[src/rtl/uart_pkg.sv]
// Shared UART definitions: FSM states, baud divisor helper and frame length.
// Frame length grows to 11 bits when UART_TX_PARITY_EN is defined.
package uart_pkg;

  typedef enum logic [1:0] {
    IDLE   = 2'd0,
    RD_REQ = 2'd1,
    RD_LAT = 2'd2,
    SEND   = 2'd3
  } uart_state_e;

`ifdef UART_TX_PARITY_EN
  localparam int unsigned FRAME_LEN = 11;
`else
  localparam int unsigned FRAME_LEN = 10;
`endif

  // Clock cycles per bit; the fractional remainder is dropped.
  function automatic int unsigned baud_cnt_max(input int unsigned clk_freq,
                                               input int unsigned bps);
    return clk_freq / bps;
  endfunction

  // Counter width that never collapses to zero bits.
  function automatic int unsigned clog2_min1(input int unsigned v);
    return (v > 1) ? $clog2(v) : 1;
  endfunction

endpackage

[src/rtl/uart_baud_gen.sv]
// Baud counter: runs 0..BAUD_CNT_MAX-1, held at 0 while restart is high,
// bit_end marks the last cycle of each bit period.
module uart_baud_gen
  import uart_pkg::*;
#(
  parameter int unsigned BAUD_CNT_MAX = 5208
) (
  input  logic clk,
  input  logic rst,
  input  logic restart,
  output logic bit_end
);

  localparam int unsigned CNT_W = clog2_min1(BAUD_CNT_MAX);

  logic [CNT_W-1:0] cnt_q, cnt_d;
  logic             bit_end_q, bit_end_d;

  always_comb begin
    cnt_d = cnt_q + CNT_W'(1);
    if (restart || (cnt_q == CNT_W'(BAUD_CNT_MAX - 1))) begin
      cnt_d = '0;
    end
    bit_end_d = (cnt_d == CNT_W'(BAUD_CNT_MAX - 1));
  end

  always_ff @(posedge clk) begin
    if (rst) begin
      cnt_q     <= '0;
      bit_end_q <= 1'b0;
    end else begin
      cnt_q     <= cnt_d;
      bit_end_q <= bit_end_d;
    end
  end

  assign bit_end = bit_end_q;

endmodule

[src/rtl/uart_transmitter.sv]
// Serialises FIFO words onto a UART line, 8N1, most-significant byte first.
// UART_TX_PARITY_EN inserts an even-parity bit before the stop bit.
module uart_transmitter
  import uart_pkg::*;
#(
  parameter int unsigned UART_BPS      = 9600,
  parameter int unsigned CLK_FREQ      = 50_000_000,
  parameter int unsigned FIFO_RD_WIDTH = 32,
  parameter int unsigned FIFO_RD_BYTE  = 4
) (
  input  logic                     clk,
  input  logic                     rst,
  input  logic [FIFO_RD_WIDTH-1:0] fifo_rd_data,
  input  logic                     fifo_empty,
  output logic                     fifo_rd_en,
  output logic                     tx,
  output logic                     busy
);

  localparam int unsigned BAUD_CNT_MAX = baud_cnt_max(CLK_FREQ, UART_BPS);
  localparam int unsigned BIT_W        = 4;
  localparam int unsigned BYTE_W       = clog2_min1(FIFO_RD_BYTE);

  uart_state_e              state_q, state_d;
  logic [BIT_W-1:0]         bit_cnt_q, bit_cnt_d;
  logic [BYTE_W-1:0]        byte_cnt_q, byte_cnt_d;
  logic [FIFO_RD_WIDTH-1:0] word_q, word_d;
  logic                     tx_q, tx_d;
  logic                     rd_en_q, rd_en_d;
  logic                     busy_q, busy_d;
  logic                     baud_restart;
  logic                     bit_end;

  // Line level for frame position idx of byte b.
  function automatic logic frame_bit(input logic [7:0] b, input logic [BIT_W-1:0] idx);
    if (idx == BIT_W'(0)) begin
      return 1'b0;
    end else if (idx <= BIT_W'(8)) begin
      return b[3'(idx - BIT_W'(1))];
`ifdef UART_TX_PARITY_EN
    end else if (idx == BIT_W'(9)) begin
      return ^b;
`endif
    end else begin
      return 1'b1;
    end
  endfunction

  assign baud_restart = (state_q != SEND);

  uart_baud_gen #(
    .BAUD_CNT_MAX(BAUD_CNT_MAX)
  ) u_baud_gen (
    .clk    (clk),
    .rst    (rst),
    .restart(baud_restart),
    .bit_end(bit_end)
  );

  always_comb begin
    state_d    = state_q;
    bit_cnt_d  = bit_cnt_q;
    byte_cnt_d = byte_cnt_q;
    word_d     = word_q;

    case (state_q)
      IDLE: begin
        if (!fifo_empty) begin
          state_d = RD_REQ;
        end
      end
      RD_REQ: begin
        state_d = RD_LAT;
      end
      RD_LAT: begin
        word_d     = fifo_rd_data;
        bit_cnt_d  = '0;
        byte_cnt_d = '0;
        state_d    = SEND;
      end
      SEND: begin
        if (bit_end) begin
          if (bit_cnt_q == BIT_W'(FRAME_LEN - 1)) begin
            bit_cnt_d = '0;
            if (byte_cnt_q == BYTE_W'(FIFO_RD_BYTE - 1)) begin
              byte_cnt_d = '0;
              state_d    = fifo_empty ? IDLE : RD_REQ;
            end else begin
              // Next byte moves into the top lane of the shift word.
              byte_cnt_d = byte_cnt_q + BYTE_W'(1);
              word_d     = word_q << 8;
            end
          end else begin
            bit_cnt_d = bit_cnt_q + BIT_W'(1);
          end
        end
      end
      default: begin
        state_d = IDLE;
      end
    endcase

    // Outputs are registered from the next-state view so they align with the state.
    rd_en_d = (state_d == RD_REQ);
    busy_d  = (state_d != IDLE);
    tx_d    = 1'b1;
    if (state_d == SEND) begin
      tx_d = frame_bit(word_d[FIFO_RD_WIDTH-1 -: 8], bit_cnt_d);
    end
  end

  always_ff @(posedge clk) begin
    if (rst) begin
      state_q    <= IDLE;
      bit_cnt_q  <= '0;
      byte_cnt_q <= '0;
      word_q     <= '0;
      tx_q       <= 1'b1;
      rd_en_q    <= 1'b0;
      busy_q     <= 1'b0;
    end else begin
      state_q    <= state_d;
      bit_cnt_q  <= bit_cnt_d;
      byte_cnt_q <= byte_cnt_d;
      word_q     <= word_d;
      tx_q       <= tx_d;
      rd_en_q    <= rd_en_d;
      busy_q     <= busy_d;
    end
  end

  assign tx         = tx_q;
  assign fifo_rd_en = rd_en_q;
  assign busy       = busy_q;

endmodule
[config.mk]
export PLATFORM = sky130hd
export DESIGN_NAME = uart_transmitter
export DESIGN_NICKNAME = d
export VERILOG_FILES = /design/src/rtl/uart_pkg.sv /design/src/rtl/uart_baud_gen.sv /design/src/rtl/uart_transmitter.sv
export SDC_FILE = /design/constraint.sdc
export NUM_CORES = 1
export LEC_CHECK = 0
export BUFFER_PORTS_ARGS = -buffer_cell sky130_fd_sc_hd__buf_2
export CAP_MARGIN = 20
export CORE_MARGIN = 3
export CORE_UTILIZATION = 40
export CTS_CLUSTER_SIZE = 40
export DETAILED_ROUTE_END_ITERATION = 16
export HOLD_SLACK_MARGIN = 0.12
export SYNTH_ARGS = -nofsm -noshare
export SYNTH_HDL_FRONTEND = slang
export SYNTH_SLANG_ARGS = --single-unit
[constraint.sdc]
create_clock -name clk -period 3 [get_ports clk]
set_clock_uncertainty 0.05 [all_clocks]
set_input_delay 0.75 -clock clk [delete_from_list [all_inputs] [get_ports clk]]
set_output_delay 0.75 -clock clk [all_outputs]
set_load 0.005 [all_outputs]
==> results.cfg <==
[detailed_routing]
vias = 2396
via_per_inst = 5.52
drc = 0
antenna_left = 0
wirelength_um = 6450
wl_per_cell_um = 14.9
firstDrtPassIters = 4
drtIter0Drc = 126

[run_status]
outcome = finished clean

[power_and_ir_drop]
switching_power_w = 0.000430
power_per_cell_area_mw_per_mm2 = 568
switching_share = 0.239
total_power_w = 0.00180
leakage_nw = 1.17
intPower_w = 0.00137
ir_drop_mv = 0.287
p_clk_frac = 0.438
seqPwrFrac = 0.454
combinationalPowerShare = 0.108

[finish]
stdcell_area_mm2 = 0.00317
mostFrequentLayoutCell = dfxtp_1
fillers = 638
syn_to_final_growth_pct = 16.7
nNetsFinal = 390
n_antenna_cell = 0
drive_above_1_share = 0.193
mostFrequentLayoutCells = dfxtp_1, nor2_1, buf_2

[timing]
period_needed_ns = 2.44
period_share = 0.814
setup_viol = 0
slew_headroom = 0.474
hold_violations = 0
setup_tns_ns = 0
slew_viol_final = 0
grt_setup_unrepaired = no
max_freq_mhz = 409
hold_slack_ns = 0.409
fin_ws_ns = 0.557
worstMarginPinSlew_ns = 0.788

[yosys]
yosysUniqueCellTypes = 53
syn-num-nets = 356
async_flop_share = 0
synth_area_mm2 = 0.00272
ys.flop_type = dfxtp_1
postSynthCellCount = 318
ys_warn_count = 0
ys_ff_latch = 57
synth_edf_count = 0
synth.avg_cell_area_um2 = 8.54
ys_seq_area_frac = 0.420

[global_route]
grt_pass1_vias = 2193
antenna_found_initial = 0
grt_first_pass_wirelength_um = 10200
overflow = 0
grtUsageTotal = 0.171
grt_max_degree = 32

[cts]
cts.path.max_buffers = 2
root_buffer = clkbuf_8
h-tree-depth = 3
cts.clk_slew.worst_paths_ns = 0.07
cts_tree = done
clock_sink_count = 57
cts_hold_buf = 0
worstSkewPairLatency_ns = 0.33
cts_buffers = 9
cts_setup_buffers = 0
cts_resized = 0

[critical_path]
path_class = reg -> reg
crit_fanout = 5
worstPathRequired_ns = 3.16
ff2ff_path_depth = 10
r2r_start = state_q[1]$_SDFF_PP0_
cp.arrival_ns = 2.60
crit_path_end_kind = flop
crit_start = state_q[1]$_SDFF_PP0_
startpoint_type = flop

[die]
start_util = 0.421
io_pins = 38
core_area_mm2 = 0.00646
fp-row-count = 29
die_h_um = 88.4
die_w_um = 88.4
die_area_mm2 = 0.00782

[placement]
gp_congestion = 0.865
dpl_cell_area_mm2 = 0.00295
hpwl_um = 4650
portBuffers = 37
post-place-ws_ns = 0.593

[worst_hold_path]
hold_path_class = reg -> reg
hp-start = u_baud_gen.cnt_q[0]$_SDFF_PP0_
worstHoldPathCells = 1

[job]
cap_violations = 0
==> registers in the layout (all words and copies together), names as in the netlist <==
register / cells
fifo_rd_en: 1
word_q: 32
byte_cnt_q: 2
u_baud_gen.cnt_q: 13
tx: 1
bit_cnt_q: 4
busy: 1
u_baud_gen.bit_end: 1
state_q: 2
==> worst paths after layout <==
kind	slack [ns]	endpoint
worst max register to register	0.56	tx$_SDFF_PP1_
worst min register to register	0.41	u_baud_gen.cnt_q[0]$_SDFF_PP0_
worst min-delay path	0.41	u_baud_gen.cnt_q[0]$_SDFF_PP0_
worst max-delay path	0.56	tx$_SDFF_PP1_
==> stage by stage <==
stage	util	cells
after CTS	0.491	434
after global placement	0.457	418
after detailed placement	0.457	418
after floorplan	-	318
final	0.491	434
after global routing	0.491	434
==> per-layer routing <==
metal	vias to the layer above	track usage	share of wire
met5	-	0	0
met4	0	0.0687	0.023
met3	13	0.0745	0.040
met2	39	0.264	0.46
met1	1092	0.210	0.48
li1	1252	-	-
==> Yosys cell counts, types with 4 or more instances <==
master    instances  share of area
a22oi_1           8          0.022
xnor2_1           5          0.016
o22ai_1          23          0.053
o211ai_1          4          0.011
clkbuf_1         11          0.015
dfxtp_1          57           0.42
a211oi_1         20          0.055
buf_2             5         0.0092
a21oi_1           7          0.013
nand3b_1          4          0.011
nand3_1           6          0.011
o21ai_0           6          0.011
nor2_1           55          0.076
nor2b_1           7          0.016
nand4b_1          4          0.013
a31oi_1           6          0.014
nand2_1          24          0.033
xor2_1            8          0.026
==> cell type report <==
cell class / instances / area, um^2 / area share
timing repair buffer: 42 / 223 / 0.0702
sequential: 57 / 1140 / 0.360
tap: 77 / 96.3 / 0.0304
multi-input combinational: 237 / 1470 / 0.464
inverter: 5 / 18.8 / 0.00592
clock buffer: 11 / 141 / 0.0446
clock inverter: 5 / 78.8 / 0.0249
==> critical path, stage by stage (launching register included) <==
cell,delay [ns]
dfxtp_1,0.37
and2_1,0.27
nand3b_1,0.12
nand2_1,0.17
inv_1,0.12
ha_1,0.24
or2_2,0.31
o211ai_1,0.25
nor2_1,0.09
a221oi_2,0.23
a31oi_1,0.10
==> cell families after synthesis <==
group / count (synthesis) / synth area share
AND/OR/NAND/NOR: 125 / 0.230
AO/OA/AOI/OAI: 92 / 0.240
flip-flops: 57 / 0.420
buffers and inverters: 24 / 0.0382
XOR/XNOR: 13 / 0.0419
multiplexers: 4 / 0.0157
adder cells (fa/ha/maj): 3 / 0.0138
==> power by group through the flow <==
stage	registers (W)	clock network (W)	logic (W)
floorplan	0.000828	0	0.000135
global placement	0.000833	0	0.000195
detailed placement	0.000834	0	0.000194
CTS	0.000817	0.000822	0.000195
global route	0.000821	0.000848	0.000218
finish	0.000817	0.000789	0.000194
(Power assumes the default switching activity.)
